<file path="src/rtl/noc_input_flit_fifo_if.sv">
// noc_input_flit_fifo_if
//   Flit link between an upstream sender, the per-port input FIFO and the
//   receiving NoC node.
//   - receive_* : flits arriving from the link into the FIFO.
//   - sender_*  : the FIFO head as presented to the node.
//   Modports:
//   - slave  : the FIFO's view.
//   - master : the environment's view (link driver plus node consumer).

`ifndef Noc_Data_Width
`define Noc_Data_Width 32
`endif

interface noc_input_flit_fifo_if #(
    parameter int DATA_WIDTH = `Noc_Data_Width
);
    // Upstream link side
    logic                  receive_valid;
    logic                  receive_ready;
    logic [DATA_WIDTH-1:0] receive_flit;
    logic                  receive_is_header;
    logic                  receive_is_tail;

    // Downstream node side
    logic                  sender_valid;
    logic                  sender_ready;
    logic [DATA_WIDTH-1:0] sender_flit;
    logic                  sender_is_header;
    logic                  sender_is_tail;

    modport slave (
        input  receive_valid,
        output receive_ready,
        input  receive_flit,
        input  receive_is_header,
        input  receive_is_tail,
        output sender_valid,
        input  sender_ready,
        output sender_flit,
        output sender_is_header,
        output sender_is_tail
    );

    modport master (
        output receive_valid,
        input  receive_ready,
        output receive_flit,
        output receive_is_header,
        output receive_is_tail,
        input  sender_valid,
        output sender_ready,
        input  sender_flit,
        input  sender_is_header,
        input  sender_is_tail
    );
endinterface

</file>
<file path="src/rtl/noc_input_flit_fifo.sv">
// noc_input_flit_fifo
//   Per-port NoC input buffer.
//   - Accepts flits on a valid/ready handshake.
//   - Stores each flit together with its header/tail flags.
//   - Presents the head entry first-word-fall-through to the node.
//   - Reports occupancy and the number of complete packets (stored tails).
//
//   Timing:
//   - receive_ready and sender_valid are registered. Each is computed from
//     the next occupancy, so no combinational path runs from receive_* to
//     sender_*.
//   - A full FIFO refuses a push even if a pop happens in the same cycle.
//
//   Reset: noc_rst is synchronous and active-high. Storage contents are kept
//   across reset; only pointers, counters and flags are cleared.
//
//   Optional feature, macro NOC_FIFO_FRAMING_CHECK_EN:
//   - Defined: framing_error is a sticky flag for header/tail framing
//     violations on the receive side. The offending flit is still stored
//     and forwarded unchanged.
//   - Undefined: framing_error is tied low and no framing state exists.

`ifndef Noc_Data_Width
`define Noc_Data_Width 32
`endif

module noc_input_flit_fifo #(
    parameter int DATA_WIDTH = `Noc_Data_Width,
    parameter int DEPTH      = 4
) (
    input  logic                        noc_clk,
    input  logic                        noc_rst,
    noc_input_flit_fifo_if.slave        port_if,
    output logic [$clog2(DEPTH):0]      occupancy,
    output logic [$clog2(DEPTH):0]      pkt_count,
    output logic                        framing_error
);

    localparam int PTR_W   = $clog2(DEPTH);
    localparam int ENTRY_W = DATA_WIDTH + 2;

    localparam logic [PTR_W:0]   OCC_ZERO = {(PTR_W+1){1'b0}};
    localparam logic [PTR_W:0]   OCC_ONE  = {{PTR_W{1'b0}}, 1'b1};
    localparam logic [PTR_W:0]   OCC_FULL = (PTR_W+1)'(DEPTH);
    localparam logic [PTR_W-1:0] PTR_ONE  = {{(PTR_W-1){1'b0}}, 1'b1};

    // Each entry is packed as {is_header, is_tail, flit}
    logic [ENTRY_W-1:0] mem_r [DEPTH];

    logic [PTR_W-1:0] wr_ptr_r;
    logic [PTR_W-1:0] rd_ptr_r;
    logic [PTR_W:0]   occupancy_r;
    logic [PTR_W:0]   pkt_count_r;
    logic             receive_ready_r;
    logic             sender_valid_r;

    logic             push_s;
    logic             pop_s;
    logic [ENTRY_W-1:0] head_entry_s;
    logic             head_is_tail_s;
    logic             tail_in_s;
    logic             tail_out_s;
    logic [PTR_W:0]   occupancy_nxt_s;
    logic [PTR_W:0]   pkt_count_nxt_s;
    logic [PTR_W-1:0] wr_ptr_nxt_s;
    logic [PTR_W-1:0] rd_ptr_nxt_s;

    // Handshakes are qualified by the registered flags only
    assign push_s = port_if.receive_valid & receive_ready_r;
    assign pop_s  = sender_valid_r & port_if.sender_ready;

    // The head entry drives the node side straight from storage
    assign head_entry_s   = mem_r[rd_ptr_r];
    assign head_is_tail_s = head_entry_s[DATA_WIDTH];

    assign tail_in_s  = push_s & port_if.receive_is_tail;
    assign tail_out_s = pop_s & head_is_tail_s;

    assign port_if.receive_ready    = receive_ready_r;
    assign port_if.sender_valid     = sender_valid_r;
    assign port_if.sender_flit      = head_entry_s[DATA_WIDTH-1:0];
    assign port_if.sender_is_tail   = head_entry_s[DATA_WIDTH];
    assign port_if.sender_is_header = head_entry_s[DATA_WIDTH+1];

    assign occupancy = occupancy_r;
    assign pkt_count = pkt_count_r;

    // Next pointer values; power-of-two depth makes natural overflow the wrap
    always_comb begin
        wr_ptr_nxt_s = wr_ptr_r;
        rd_ptr_nxt_s = rd_ptr_r;
        if (push_s) begin
            wr_ptr_nxt_s = wr_ptr_r + PTR_ONE;
        end else begin
            wr_ptr_nxt_s = wr_ptr_r;
        end
        if (pop_s) begin
            rd_ptr_nxt_s = rd_ptr_r + PTR_ONE;
        end else begin
            rd_ptr_nxt_s = rd_ptr_r;
        end
    end

    // Next occupancy: a simultaneous push and pop leave it unchanged
    always_comb begin
        occupancy_nxt_s = occupancy_r;
        case ({push_s, pop_s})
            2'b10:   occupancy_nxt_s = occupancy_r + OCC_ONE;
            2'b01:   occupancy_nxt_s = occupancy_r - OCC_ONE;
            default: occupancy_nxt_s = occupancy_r;
        endcase
    end

    // Next packet count: tails entering and leaving in the same cycle cancel
    always_comb begin
        pkt_count_nxt_s = pkt_count_r;
        case ({tail_in_s, tail_out_s})
            2'b10:   pkt_count_nxt_s = pkt_count_r + OCC_ONE;
            2'b01:   pkt_count_nxt_s = pkt_count_r - OCC_ONE;
            default: pkt_count_nxt_s = pkt_count_r;
        endcase
    end

    // Entry write; storage is not reset and is never written in a reset cycle
    always_ff @(posedge noc_clk) begin
        if (push_s && !noc_rst) begin
            mem_r[wr_ptr_r] <= {port_if.receive_is_header,
                                port_if.receive_is_tail,
                                port_if.receive_flit};
        end
    end

    // Pointers, counters and registered handshake flags
    always_ff @(posedge noc_clk) begin
        if (noc_rst) begin
            wr_ptr_r        <= {PTR_W{1'b0}};
            rd_ptr_r        <= {PTR_W{1'b0}};
            occupancy_r     <= OCC_ZERO;
            pkt_count_r     <= OCC_ZERO;
            receive_ready_r <= 1'b1;
            sender_valid_r  <= 1'b0;
        end else begin
            wr_ptr_r        <= wr_ptr_nxt_s;
            rd_ptr_r        <= rd_ptr_nxt_s;
            occupancy_r     <= occupancy_nxt_s;
            pkt_count_r     <= pkt_count_nxt_s;
            receive_ready_r <= (occupancy_nxt_s != OCC_FULL);
            sender_valid_r  <= (occupancy_nxt_s != OCC_ZERO);
        end
    end

`ifdef NOC_FIFO_FRAMING_CHECK_EN
    logic in_packet_r;
    logic framing_error_r;
    logic in_packet_nxt_s;
    logic framing_error_nxt_s;

    // Framing tracking. A header while inside a packet, or a non-header
    // while outside one, is a violation; both cases reduce to
    // header == in_packet.
    always_comb begin
        in_packet_nxt_s     = in_packet_r;
        framing_error_nxt_s = framing_error_r;
        if (push_s) begin
            if (port_if.receive_is_header == in_packet_r) begin
                framing_error_nxt_s = 1'b1;
            end else begin
                framing_error_nxt_s = framing_error_r;
            end
            if (port_if.receive_is_tail) begin
                in_packet_nxt_s = 1'b0;
            end else if (port_if.receive_is_header) begin
                in_packet_nxt_s = 1'b1;
            end else begin
                in_packet_nxt_s = in_packet_r;
            end
        end else begin
            in_packet_nxt_s     = in_packet_r;
            framing_error_nxt_s = framing_error_r;
        end
    end

    // Framing state register; the error flag is sticky until reset
    always_ff @(posedge noc_clk) begin
        if (noc_rst) begin
            in_packet_r     <= 1'b0;
            framing_error_r <= 1'b0;
        end else begin
            in_packet_r     <= in_packet_nxt_s;
            framing_error_r <= framing_error_nxt_s;
        end
    end

    assign framing_error = framing_error_r;
`else
    assign framing_error = 1'b0;
`endif

endmodule

</file>
<file path="src/flat_wrapper.sv">
// flat-port wrapper written by rule: the top's interface ports become plain ports
module noc_input_flit_fifo_flat 
#(
    parameter int DATA_WIDTH = `Noc_Data_Width,
    parameter int DEPTH      = 4
)
  (noc_clk, noc_rst, occupancy, pkt_count, framing_error, port_if_receive_valid, port_if_receive_ready, port_if_receive_flit, port_if_receive_is_header, port_if_receive_is_tail, port_if_sender_valid, port_if_sender_ready, port_if_sender_flit, port_if_sender_is_header, port_if_sender_is_tail);
  noc_input_flit_fifo_if #(.DATA_WIDTH(DATA_WIDTH)) port_if_i ();
  input  logic noc_clk;
  input  logic noc_rst;
  output logic [$clog2(DEPTH):0] occupancy;
  output logic [$clog2(DEPTH):0] pkt_count;
  output logic framing_error;
  input wire logic [$bits(port_if_i.receive_valid)-1:0] port_if_receive_valid;
  output wire logic [$bits(port_if_i.receive_ready)-1:0] port_if_receive_ready;
  input wire logic [$bits(port_if_i.receive_flit)-1:0] port_if_receive_flit;
  input wire logic [$bits(port_if_i.receive_is_header)-1:0] port_if_receive_is_header;
  input wire logic [$bits(port_if_i.receive_is_tail)-1:0] port_if_receive_is_tail;
  output wire logic [$bits(port_if_i.sender_valid)-1:0] port_if_sender_valid;
  input wire logic [$bits(port_if_i.sender_ready)-1:0] port_if_sender_ready;
  output wire logic [$bits(port_if_i.sender_flit)-1:0] port_if_sender_flit;
  output wire logic [$bits(port_if_i.sender_is_header)-1:0] port_if_sender_is_header;
  output wire logic [$bits(port_if_i.sender_is_tail)-1:0] port_if_sender_is_tail;
  assign port_if_i.receive_valid = port_if_receive_valid;
  assign port_if_receive_ready = port_if_i.receive_ready;
  assign port_if_i.receive_flit = port_if_receive_flit;
  assign port_if_i.receive_is_header = port_if_receive_is_header;
  assign port_if_i.receive_is_tail = port_if_receive_is_tail;
  assign port_if_sender_valid = port_if_i.sender_valid;
  assign port_if_i.sender_ready = port_if_sender_ready;
  assign port_if_sender_flit = port_if_i.sender_flit;
  assign port_if_sender_is_header = port_if_i.sender_is_header;
  assign port_if_sender_is_tail = port_if_i.sender_is_tail;
  noc_input_flit_fifo #(.DATA_WIDTH(DATA_WIDTH), .DEPTH(DEPTH)) u_core (.noc_clk(noc_clk), .noc_rst(noc_rst), .port_if(port_if_i), .occupancy(occupancy), .pkt_count(pkt_count), .framing_error(framing_error));
endmodule
</file>
<file path="config.mk">
export PLATFORM = sky130hd
export DESIGN_NAME = noc_input_flit_fifo_flat
export DESIGN_NICKNAME = d
export VERILOG_FILES = /design/src/rtl/noc_input_flit_fifo_if.sv /design/src/rtl/noc_input_flit_fifo.sv /design/src/flat_wrapper.sv
export SDC_FILE = /design/constraint.sdc
export NUM_CORES = 1
export LEC_CHECK = 0
export ABC_AREA = 1
export CORE_ASPECT_RATIO = 1.1
export CORE_MARGIN = 2
export CORE_UTILIZATION = 54
export CTS_CLUSTER_SIZE = 14
export DETAILED_ROUTE_END_ITERATION = 8
export PLACE_DENSITY = 0.8
export REMOVE_ABC_BUFFERS = 1
export SYNTH_ARGS = -nofsm -noshare
export SYNTH_HDL_FRONTEND = slang
export SYNTH_SLANG_ARGS = --single-unit
</file>
<file path="constraint.sdc">
create_clock -name noc_clk -period 2.8 [get_ports noc_clk]
set_input_delay 0.28 -clock noc_clk [delete_from_list [all_inputs] [get_ports noc_clk]]
set_output_delay 0.28 -clock noc_clk [all_outputs]
set_load 0.05 [all_outputs]
</file>
==> out/qor.log <==
INFO  status         outcome=finished clean
INFO  critical_path  arrival=2.09ns
INFO  grt            global_route.usage.total=21.1%
INFO  floorplanning  placementRows=39
INFO  routing        post-route-drc-count=0
INFO  power_and_ir_drop combinationalPowerShare=24.3%
INFO  synth          synth.yosys.seq_area_share=74.2%
INFO  critical_path  path_max_fanout=34
INFO  final_layout   layout.cells.most_common_list=edfxtp_1 (136), o21ai_0 (56), nor2_1 (54)
INFO  timing         finalMaxSlewViolations=0
INFO  hold_path      min-delay-start=u_core.rd_ptr_r[0]$_SDFFE_PP0N_
INFO  routing        post_drt_via_cell_ratio=5.52
INFO  timing         final.period_utilization=84.5%
INFO  final_layout   final_net_count=555
INFO  timing         timing_worst_slew_pin_value=0.521ns
INFO  routing        wire_per_inst=17.5um
INFO  power_and_ir_drop cellPowerDensity=887nW/um^2
INFO  floorplanning  placeable_core_region=10500um^2
INFO  floorplanning  io-pin-count=81
INFO  placed_design  routabilityCongestion=0.814
INFO  synth          synth_cells=422
INFO  synth          synthesis.area=5880um^2
INFO  final_layout   share_of_post_route_cells_with_drive_strength_above_1=23.2%
INFO  placed_design  buffers_on_ports=79
INFO  floorplanning  dieArea=11700um^2
INFO  clock_tree     postCtsSetupRepairBufs=0
INFO  final_layout   syn_to_final_growth=25.8%
INFO  clock_tree     master_cell_of_the_clock_root_buffer=clkbuf_16
INFO  routing        detailedRoute.firstIterationViolations=237
INFO  power_and_ir_drop power_report.internal_total=0.00455W
INFO  timing         finalClockSkew=0.0112ns
INFO  timing         finalHoldViolations=0
INFO  critical_path  worstPathRequired=2.52ns
INFO  placed_design  post_dp_cell_area=6780um^2
INFO  routing        via_count=3669
INFO  power_and_ir_drop power_frac_seq=39.9%
INFO  routing        totalWireLength=11.7mm
INFO  placed_design  detailedPlacementHpwl=6.77mm
INFO  floorplanning  die_ht=113um
INFO  power_and_ir_drop p_clk_share=35.8%
INFO  synth          yosys_warnings=0
INFO  timing         max_slew_margin=65.3%
INFO  power_and_ir_drop power.total=0.00657W
INFO  final_layout   mostFrequentLayoutCell=edfxtp_1
INFO  clock_tree     cts_tree=done
INFO  grt            antenna_found_initial=0
INFO  critical_path  critical_path_class=reg -> out
INFO  clock_tree     cts_htree_levels=4
INFO  power_and_ir_drop power.switching_fraction=30.6%
INFO  floorplanning  die_w=104um
INFO  grt            global_route_wire_length_before_repair=18.9mm
INFO  synth          synth_area_per_cell=13.9um^2
INFO  clock_tree     cts-root-to-sink-buffers=2
INFO  hold_path      hp_class=reg -> reg
INFO  flow_run       cap_viol_max_count=0
INFO  timing         timing.final.crit_period=2.37ns
INFO  timing         hold-worst-slack=0.497ns
INFO  power_and_ir_drop peakVddDrop=0.536mV
INFO  routing        drt_first_pass_iters=8
INFO  grt            grt_remaining_overflow=0
INFO  clock_tree     ctsHoldBuffers=0
INFO  floorplanning  initial_core_util=56.1%
INFO  final_layout   utilization=70.6%
INFO  final_layout   finalInstanceArea=7400um^2
INFO  synth          yosys_register_bits=150
INFO  clock_tree     clkSinkCount=150
INFO  clock_tree     total_clock_buffers_created_by_cts=17
INFO  grt            number_of_global_route_vias_before_repair=3765
INFO  timing         fmaxAchievable=423MHz
INFO  timing         final-setup-viol-count=0
INFO  routing        detail-route-antenna-nets=0
INFO  grt            grt_start_max_net_pins=45
INFO  critical_path  crit_path_end_kind=output port
INFO  final_layout   antenna_cells=0
INFO  clock_tree     worst_skew_pair.late_latency=0.42ns
INFO  clock_tree     clk_pin_slew=0.06ns
INFO  power_and_ir_drop power.static_leakage=2.61nW
INFO  power_and_ir_drop power.switching=0.00201W
INFO  critical_path  start_kind=flop
INFO  clock_tree     post_cts.resized_instances=0
INFO  synth          yosysUniqueCellTypes=23
INFO  timing         rsz_0062_raised_after_global_routing=no
registers in the layout (all words and copies together) (netlist names), named ones only:
register and count:
u_core.rd_ptr_r 2, u_core.port_if.sender_valid 1, u_core.occupancy 3, u_core.port_if.receive_ready 1
u_core.wr_ptr_r 2, u_core.mem_r 136, u_core.pkt_count 3
synthesized netlist by cell type:
cell type | n | area share (%)
a21oi_1 | 8 | 0.68
a31oi_1 | 1 | 0.11
buf_2 | 10 | 0.85
buf_4 | 2 | 0.26
buf_6 | 3 | 0.57
clkbuf_1 | 6 | 0.38
conb_1 | 1 | 0.064
dfxtp_1 | 14 | 4.8
edfxtp_1 | 136 | 69
fa_1 | 2 | 0.68
ha_1 | 6 | 1.3
inv_1 | 16 | 1.0
inv_2 | 4 | 0.26
nand2_1 | 24 | 1.5
nand3_1 | 2 | 0.17
nand4_1 | 3 | 0.32
nor2_1 | 58 | 3.7
nor2_2 | 19 | 2.0
o21ai_0 | 56 | 4.8
o21ai_1 | 16 | 1.4
o22ai_1 | 14 | 1.5
o22ai_2 | 19 | 4.0
xor2_1 | 2 | 0.30
through the flow:
step	setup WS, ns	setup TNS, ns	instances
3_3_place_gp	0.664	0	633
4_1_cts	0.391	0	665
5_1_grt	0.309	0	665
6_report	0.434	0	665
2_1_floorplan	-0.581	-16.50	401
3_5_place_dp	0.593	0	633
power groups by stage:
stage / combinational, W / sequential (W) / clock [W]
2_1_floorplan: 0.000918 / 0.00280 / 0
3_3_place_gp: 0.00156 / 0.00266 / 0
3_5_place_dp: 0.00160 / 0.00266 / 0
4_1_cts: 0.00161 / 0.00262 / 0.00239
5_1_grt: 0.00171 / 0.00263 / 0.00248
6_report: 0.00160 / 0.00262 / 0.00235
final cells by class:
| cell class | instances | area, um^2 |
|---|---|---|
| Sequential cell | 150 | 4370 |
| Fill cell | 685 | 3090 |
| Multi-Input combinational cell | 231 | 1350 |
| Timing Repair Buffer | 89 | 806 |
| Clock buffer | 20 | 447 |
| Tap cell | 143 | 179 |
| Clock inverter | 12 | 178 |
| Inverter | 20 | 75.1 |
metal layers:
layer / vias up / global-route usage [%] / routed length, um / part of all wire [%]
met2: 139 / 35.6 / 5940 / 51
met5: - / 0 / 0 / 0
li1: 1714 / - / - / -
met3: 18 / 6.57 / 837 / 7.2
met4: 0 / 9.55 / 233 / 2.0
met1: 1798 / 25.2 / 4650 / 40
final timing paths:
path | end | slack (ns) | cells past startpoint
setup / recovery | port_if_sender_flit[1] | 0.43 | 5
hold / removal | u_core.rd_ptr_r[0]$_SDFFE_PP0N_ | 0.50 | 1
setup reg to reg | u_core.pkt_count[1]$_SDFFE_PP0P_ | 0.62 | 9
hold reg to reg | u_core.rd_ptr_r[0]$_SDFFE_PP0N_ | 0.50 | 1
logic make-up after synthesis:
family / share of synthesized area (%)
AO/OA/AOI/OAI: 12.4
AND/OR/NAND/NOR: 7.74
other: 0.0637
XOR/XNOR: 0.298
buffers and inverters: 3.34
adder cells (fa/ha/maj): 1.96
flip-flops: 74.2
worst max-delay path, stage by stage (launching register included):
cell and delay [ns]:
dfxtp_2 0.33, inv_2 0.29, buf_4 0.45, o21ai_0 0.19, o22ai_2 0.16, buf_4 0.23
No activity file was read; power rests on OpenSTA's default activity.
